[src/rtl/vx_decode_warp_sched.sv]
// Per-warp decode FIFOs feeding a round-robin issue scheduler. A full warp FIFO
// back-pressures only its own warp, and a presented instruction is held until issue takes it.
module vx_decode_warp_sched #(
    parameter int NUM_WARPS = 4,
    parameter int NW_BITS   = 2,
    parameter int DEPTH     = 2,
    parameter int DATA_W    = 128
) (
    input  logic                 clk,
    input  logic                 reset_n,
    input  logic                 dec_valid,
    input  logic [NW_BITS-1:0]   dec_wid,
    input  logic [DATA_W-1:0]    dec_data,
    output logic                 dec_ready,
    input  logic [NUM_WARPS-1:0] stall_mask,
    output logic                 iss_valid,
    output logic [NW_BITS-1:0]   iss_wid,
    output logic [DATA_W-1:0]    iss_data,
    input  logic                 iss_ready,
    output logic [NUM_WARPS-1:0] warp_full
);

    localparam int CNT_W = $clog2(DEPTH + 1);
    localparam int PTR_W = (DEPTH > 1) ? $clog2(DEPTH) : 1;

    typedef enum logic {S_UNLOCKED = 1'b0, S_LOCKED = 1'b1} state_t;

    logic [DATA_W-1:0]    r_mem    [NUM_WARPS][DEPTH];
    logic [CNT_W-1:0]     r_count  [NUM_WARPS];
    logic [PTR_W-1:0]     r_wr_ptr [NUM_WARPS];
    logic [PTR_W-1:0]     r_rd_ptr [NUM_WARPS];
    logic [NW_BITS-1:0]   r_rr_ptr;
    logic [NW_BITS-1:0]   r_locked_wid;
    state_t               r_state;

    logic [NUM_WARPS-1:0] w_elig;
    logic [NUM_WARPS-1:0] w_push;
    logic [NUM_WARPS-1:0] w_pop;
    logic                 w_grant_vld;
    logic [NW_BITS-1:0]   w_grant_wid;
    logic [NW_BITS-1:0]   w_cand;
    logic                 w_fire_in;
    logic                 w_fire_out;

    function automatic logic [PTR_W-1:0] ptr_inc(input logic [PTR_W-1:0] p);
        return (p == PTR_W'(DEPTH - 1)) ? '0 : p + PTR_W'(1);
    endfunction

    always_comb begin
        for (int w = 0; w < NUM_WARPS; w++) begin
            w_elig[w]    = (r_count[w] != '0) & ~stall_mask[w];
            warp_full[w] = (r_count[w] == CNT_W'(DEPTH));
            w_push[w]    = w_fire_in  & (dec_wid == NW_BITS'(w));
            w_pop[w]     = w_fire_out & (iss_wid == NW_BITS'(w));
        end
    end

    // Round-robin scan starts just after the last warp that issued.
    always_comb begin
        w_grant_vld = 1'b0;
        w_grant_wid = '0;
        w_cand      = '0;
        for (int i = 1; i <= NUM_WARPS; i++) begin
            w_cand = r_rr_ptr + NW_BITS'(i);
            if (!w_grant_vld && w_elig[w_cand]) begin
                w_grant_vld = 1'b1;
                w_grant_wid = w_cand;
            end
        end
    end

    // A held offer ignores the stall mask so the presented instruction never retracts.
    assign iss_valid  = (r_state == S_LOCKED) | w_grant_vld;
    assign iss_wid    = (r_state == S_LOCKED) ? r_locked_wid : w_grant_wid;
    assign iss_data   = r_mem[iss_wid][r_rd_ptr[iss_wid]];
    assign dec_ready  = (r_count[dec_wid] != CNT_W'(DEPTH));
    assign w_fire_in  = dec_valid & dec_ready;
    assign w_fire_out = iss_valid & iss_ready;

    always_ff @(posedge clk or negedge reset_n) begin
        if (!reset_n) begin
            for (int w = 0; w < NUM_WARPS; w++) begin
                r_count[w]  <= '0;
                r_wr_ptr[w] <= '0;
                r_rd_ptr[w] <= '0;
            end
            r_rr_ptr     <= NW_BITS'(NUM_WARPS - 1);
            r_locked_wid <= '0;
            r_state      <= S_UNLOCKED;
        end else begin
            for (int w = 0; w < NUM_WARPS; w++) begin
                if (w_push[w]) r_wr_ptr[w] <= ptr_inc(r_wr_ptr[w]);
                if (w_pop[w])  r_rd_ptr[w] <= ptr_inc(r_rd_ptr[w]);
                if (w_push[w] && !w_pop[w])
                    r_count[w] <= r_count[w] + CNT_W'(1);
                else if (w_pop[w] && !w_push[w])
                    r_count[w] <= r_count[w] - CNT_W'(1);
            end
            if (w_fire_out) r_rr_ptr <= iss_wid;
            case (r_state)
                S_UNLOCKED: begin
                    if (iss_valid && !iss_ready) begin
                        r_state      <= S_LOCKED;
                        r_locked_wid <= iss_wid;
                    end
                end
                S_LOCKED: begin
                    if (iss_ready) r_state <= S_UNLOCKED;
                end
                default: r_state <= S_UNLOCKED;
            endcase
        end
    end

    always_ff @(posedge clk) begin
        if (w_fire_in) r_mem[dec_wid][r_wr_ptr[dec_wid]] <= dec_data;
    end

    a_no_push_full: assert property (@(posedge clk) disable iff (!reset_n)
        !(w_fire_in && r_count[dec_wid] == CNT_W'(DEPTH)));
    a_no_pop_empty: assert property (@(posedge clk) disable iff (!reset_n)
        !(w_fire_out && r_count[iss_wid] == '0));

endmodule

[config.mk]
export PLATFORM = sky130hd
export DESIGN_NAME = vx_decode_warp_sched
export DESIGN_NICKNAME = d
export VERILOG_FILES = /design/src/rtl/vx_decode_warp_sched.sv
export SDC_FILE = /design/constraint.sdc
export NUM_CORES = 1
export LEC_CHECK = 0
export ABC_AREA = 1
export BUFFER_PORTS_ARGS = -buffer_cell sky130_fd_sc_hd__buf_2
export CORE_UTILIZATION = 55
export CTS_CLUSTER_DIAMETER = 40
export DETAILED_ROUTE_END_ITERATION = 10
export PLACE_DENSITY_LB_ADDON = 0.1
export SYNTH_ARGS = -nofsm -noshare
export SYNTH_HDL_FRONTEND = slang
export SYNTH_SLANG_ARGS = --single-unit
export TNS_END_PERCENT = 50
[constraint.sdc]
create_clock -name clk -period 10.2 [get_ports clk]
set_clock_uncertainty 0.2 [all_clocks]
set_input_delay 0.51 -clock clk [delete_from_list [all_inputs] [get_ports clk]]
set_output_delay 0.51 -clock clk [all_outputs]
set_load 0.1 [all_outputs]
==> summary.txt <==
Synthesis
  – Post-synth top area share: between 60% and 70%
  – Count leader, synth: nand2_1
  – Number of synthesized flops with an enable pin: roughly 1000
  – Ys async rst share: 2.01%
  – Top FF cell, synth: edfxtp_1
  – Synth Register Bits: roughly 1000
  – Proportion of synthesized chip area in sequential cells: about 69%
  – Synthesized net count: 4311
  – Syn. warnings: 0
  – Synth unique cells: 31
  – Commonest cells post-synth: nand2_1, edfxtp_1, nand3_1, inv_1, nand3b_1
  – Syn Area/Cell: 10.9 um^2
  – Synth area leaders: edfxtp_1, nand2_1, nand3_1
  – Area leader, netlist: edfxtp_1
  – Post-Syn Area: 45300 um^2
  – Mapped Cells: between 4000 and 5000

Run status
  – Outcome: finished clean

Clock network
  – TritonCTS buffer count: 140
  – CTS Root Cell: clkbuf_16
  – Clk_lat worst skew: roughly 700 ps
  – Post-CTS resize count: 0
  – # hold bufs at CTS: 130
  – CTS clk-pin slew, worst paths: around 50 ps
  – Post-CTS setup buffer count: 0
  – Clock Sinks: 1045
  – TritonCTS clock tree: yes
  – H-tree levels: 4
  – Deepest clock path buffer count: 3

Timing
  – Hold Violations, Final: 0
  – Slew Viols, Final: 0
  – RSZ-0062 raised after global routing: false
  – Final setup vio count: 0
  – Clock period minus worst slack: between 6000 and 7000 ps
  – Max Fclk: between 100 and 150 MHz
  – Worst slew pin tran: between 1000 and 1500 ps
  – Max-slew headroom at the worst pin: 11.7%
  – Final cycle utilization of the critical path: between 60% and 70%

Final layout
  – Layout cells sized above 1: 12.2%
  – Final instance area: 53100 um^2
  – Fill count: between 6000 and 7000
  – Area growth from synthesis to layout: 17.2%
  – Final #Nets: approximately 4600

Routing
  – Routed wire length: 111000 um
  – Router iterations before antenna repair: 6
  – ANT nets after route: 0
  – Drt wl/cell: ~20 um
  – DR DRC count: 0
  – Iteration-0 DRC Markers: 2739
  – Via density: between 5 and 6
  – Routed vias: between 30000 and 40000

Worst setup path
  – CP dominant cell by count: nand2_1
  – Worst R2R End: r_count[1]
  – Crit end category: primary output
  – Flop-to-flop setup slack: 5620 ps
  – Critical path's slowest cell: buf_4
  – Crit-path cells: inv_2 > nand3_1 > nand2_1 > nand2_1 > nand2_1 > nand2_1 > nand2_1 > nand2_1 > nand2_1 > nand2_8 > buf_4 > buf_4 > nand3_1 > nand2_1 > nand2_1 > nand2_1 > nand2_1 > nand2_1 > buf_2
  – Max incr delay on CP: roughly 940 ps
  – Crit-path leading delay family: buffers and inverters
  – End of the critical path: iss_data[70]
  – CP Class: register to primary output
  – Buf/Inv on CP: 4
  – Worst r2r src: r_rr_ptr[0]
  – Worst setup startpoint: r_rr_ptr[0]
  – Worst-path fanout max: 134
  – R2r worst-path depth: 13
  – CP required: 9490 ps
  – CP arrival: around 6000 ps
  – WP depth: 19
  – Startpoint types: register

GRT
  – Gr ovfl total: 0
  – Vias in the first global route: 29000
  – Met1 usage: 35.4%
  – Met3 Track Usage GR: ~4.2%
  – Global Route met2 Usage: 44.5%
  – Largest net degree at the start of global routing: 217
  – Global-route wire length before repair: ~170000 um
  – Total track usage: around a quarter
  – Initial antenna violation count: 10
  – Most crowded layer after global routing: met2

Floorplan
  – Height of the chip: about 290 um
  – Starting Density: between 50% and 60%
  – Die Area: about 83000 um^2
  – Core Area: 81100 um^2
  – Die X: around 290 um
  – Number of core rows: around 100
  – I/O pin cnt: 274

Job
  – Number of max-cap violations: 0

Placed design
  – IO Port Bufs: 273
  – RePlAce Congestion: between 0.7 and 0.8
  – Hpwl dp: approximately 54000 um
  – Cell Area, Placed: between 40000 and 50000 um^2

Worst hold path
  – Hold Path Class: input pin to asynchronous set/reset pin
-- sequential cells by signal, indices dropped and copies added, names as in the netlist --
name / flops
r_mem: 1024
r_count: 8
r_rd_ptr: 4
r_wr_ptr: 4
r_locked_wid: 2
r_rr_ptr: 2
r_state: 1
-- logic make-up after synthesis --
kind of cell / count (synthesis) / share of synthesized area, %
XOR/XNOR: 18 / 0.406
AO/OA/AOI/OAI: 22 / 0.276
flip-flops: 1045 / 69.1
buffers and inverters: 543 / 5.41
adder cells (fa/ha/maj): 4 / 0.111
AND/OR/NAND/NOR: 2537 / 24.7
-- layer usage --
metal  vias up  wire [um]  part of all wire [%]
li1      14700          -                     -
met1     15000      46000                    42
met2       926      55900                    51
met3       139       6600                   6.0
met4         8       2140                   1.9
met5         -         44                 0.040
-- per-stage QoR --
step	cells	hold WS (ps)	util, %	setup slack, ps	TNS (ps)
3_3_place_gp	5278	259	58.1	4160	0
6_report	5670	104	65.5	3320	0
3_5_place_dp	5278	258	58.1	4110	0
2_1_floorplan	4169	14.4	-	-2400	-1228840
4_1_cts	5664	84.7	65.5	3350	0
5_1_grt	5669	132	65.5	2990	0
-- cells in the final DEF, fill, tap and decap left out, types with 5 or more instances in the layout --
master         count
a21oi_1            7
buf_12            11
buf_2            273
buf_4             24
bufinv_16         12
clkbuf_1          16
clkbuf_16        144
clkinv_1          17
clkinv_2          23
clkinv_4          13
clkinv_8           6
clkinvlp_4        11
dfrtp_1           19
diode_2            6
dlygate4sd3_1    130
edfxtp_1        1024
inv_1            280
inv_6              9
nand2_1         1699
nand3_1          539
nand3b_1         256
nor2_1            19
nor2_4             5
o21ai_0            7
xnor2_1            5
xor2_1            11
-- worst min path at each step --
stage / to / slack [ps] / depth (start not counted)
final: r_count[0] / 100 / 2
after global routing: r_count[0] / 130 / 2
after CTS: r_count[0] / 80 / 2
after detailed placement: r_wr_ptr[2] / 260 / 1
after global placement: r_wr_ptr[1] / 260 / 1
after floorplan: r_count[0] / 10 / 0
-- layout make-up --
cell class                 instances  area (um^2)  share of cell area, %
antenna                            6         15.0                 0.0283
clock buffer                     162         3690                   6.95
clock inverter                    94          973                   1.83
inverter                         284         1070                   2.01
multi-input combinational       2581        11700                   22.0
sequential                      1045        31300                   58.9
tap                             1060         1330                   2.50
timing repair buffer             438         3070                   5.78
Power is not shown: default switching activity piles up to over one toggle a cycle in this logic, so the estimate is an artifact.
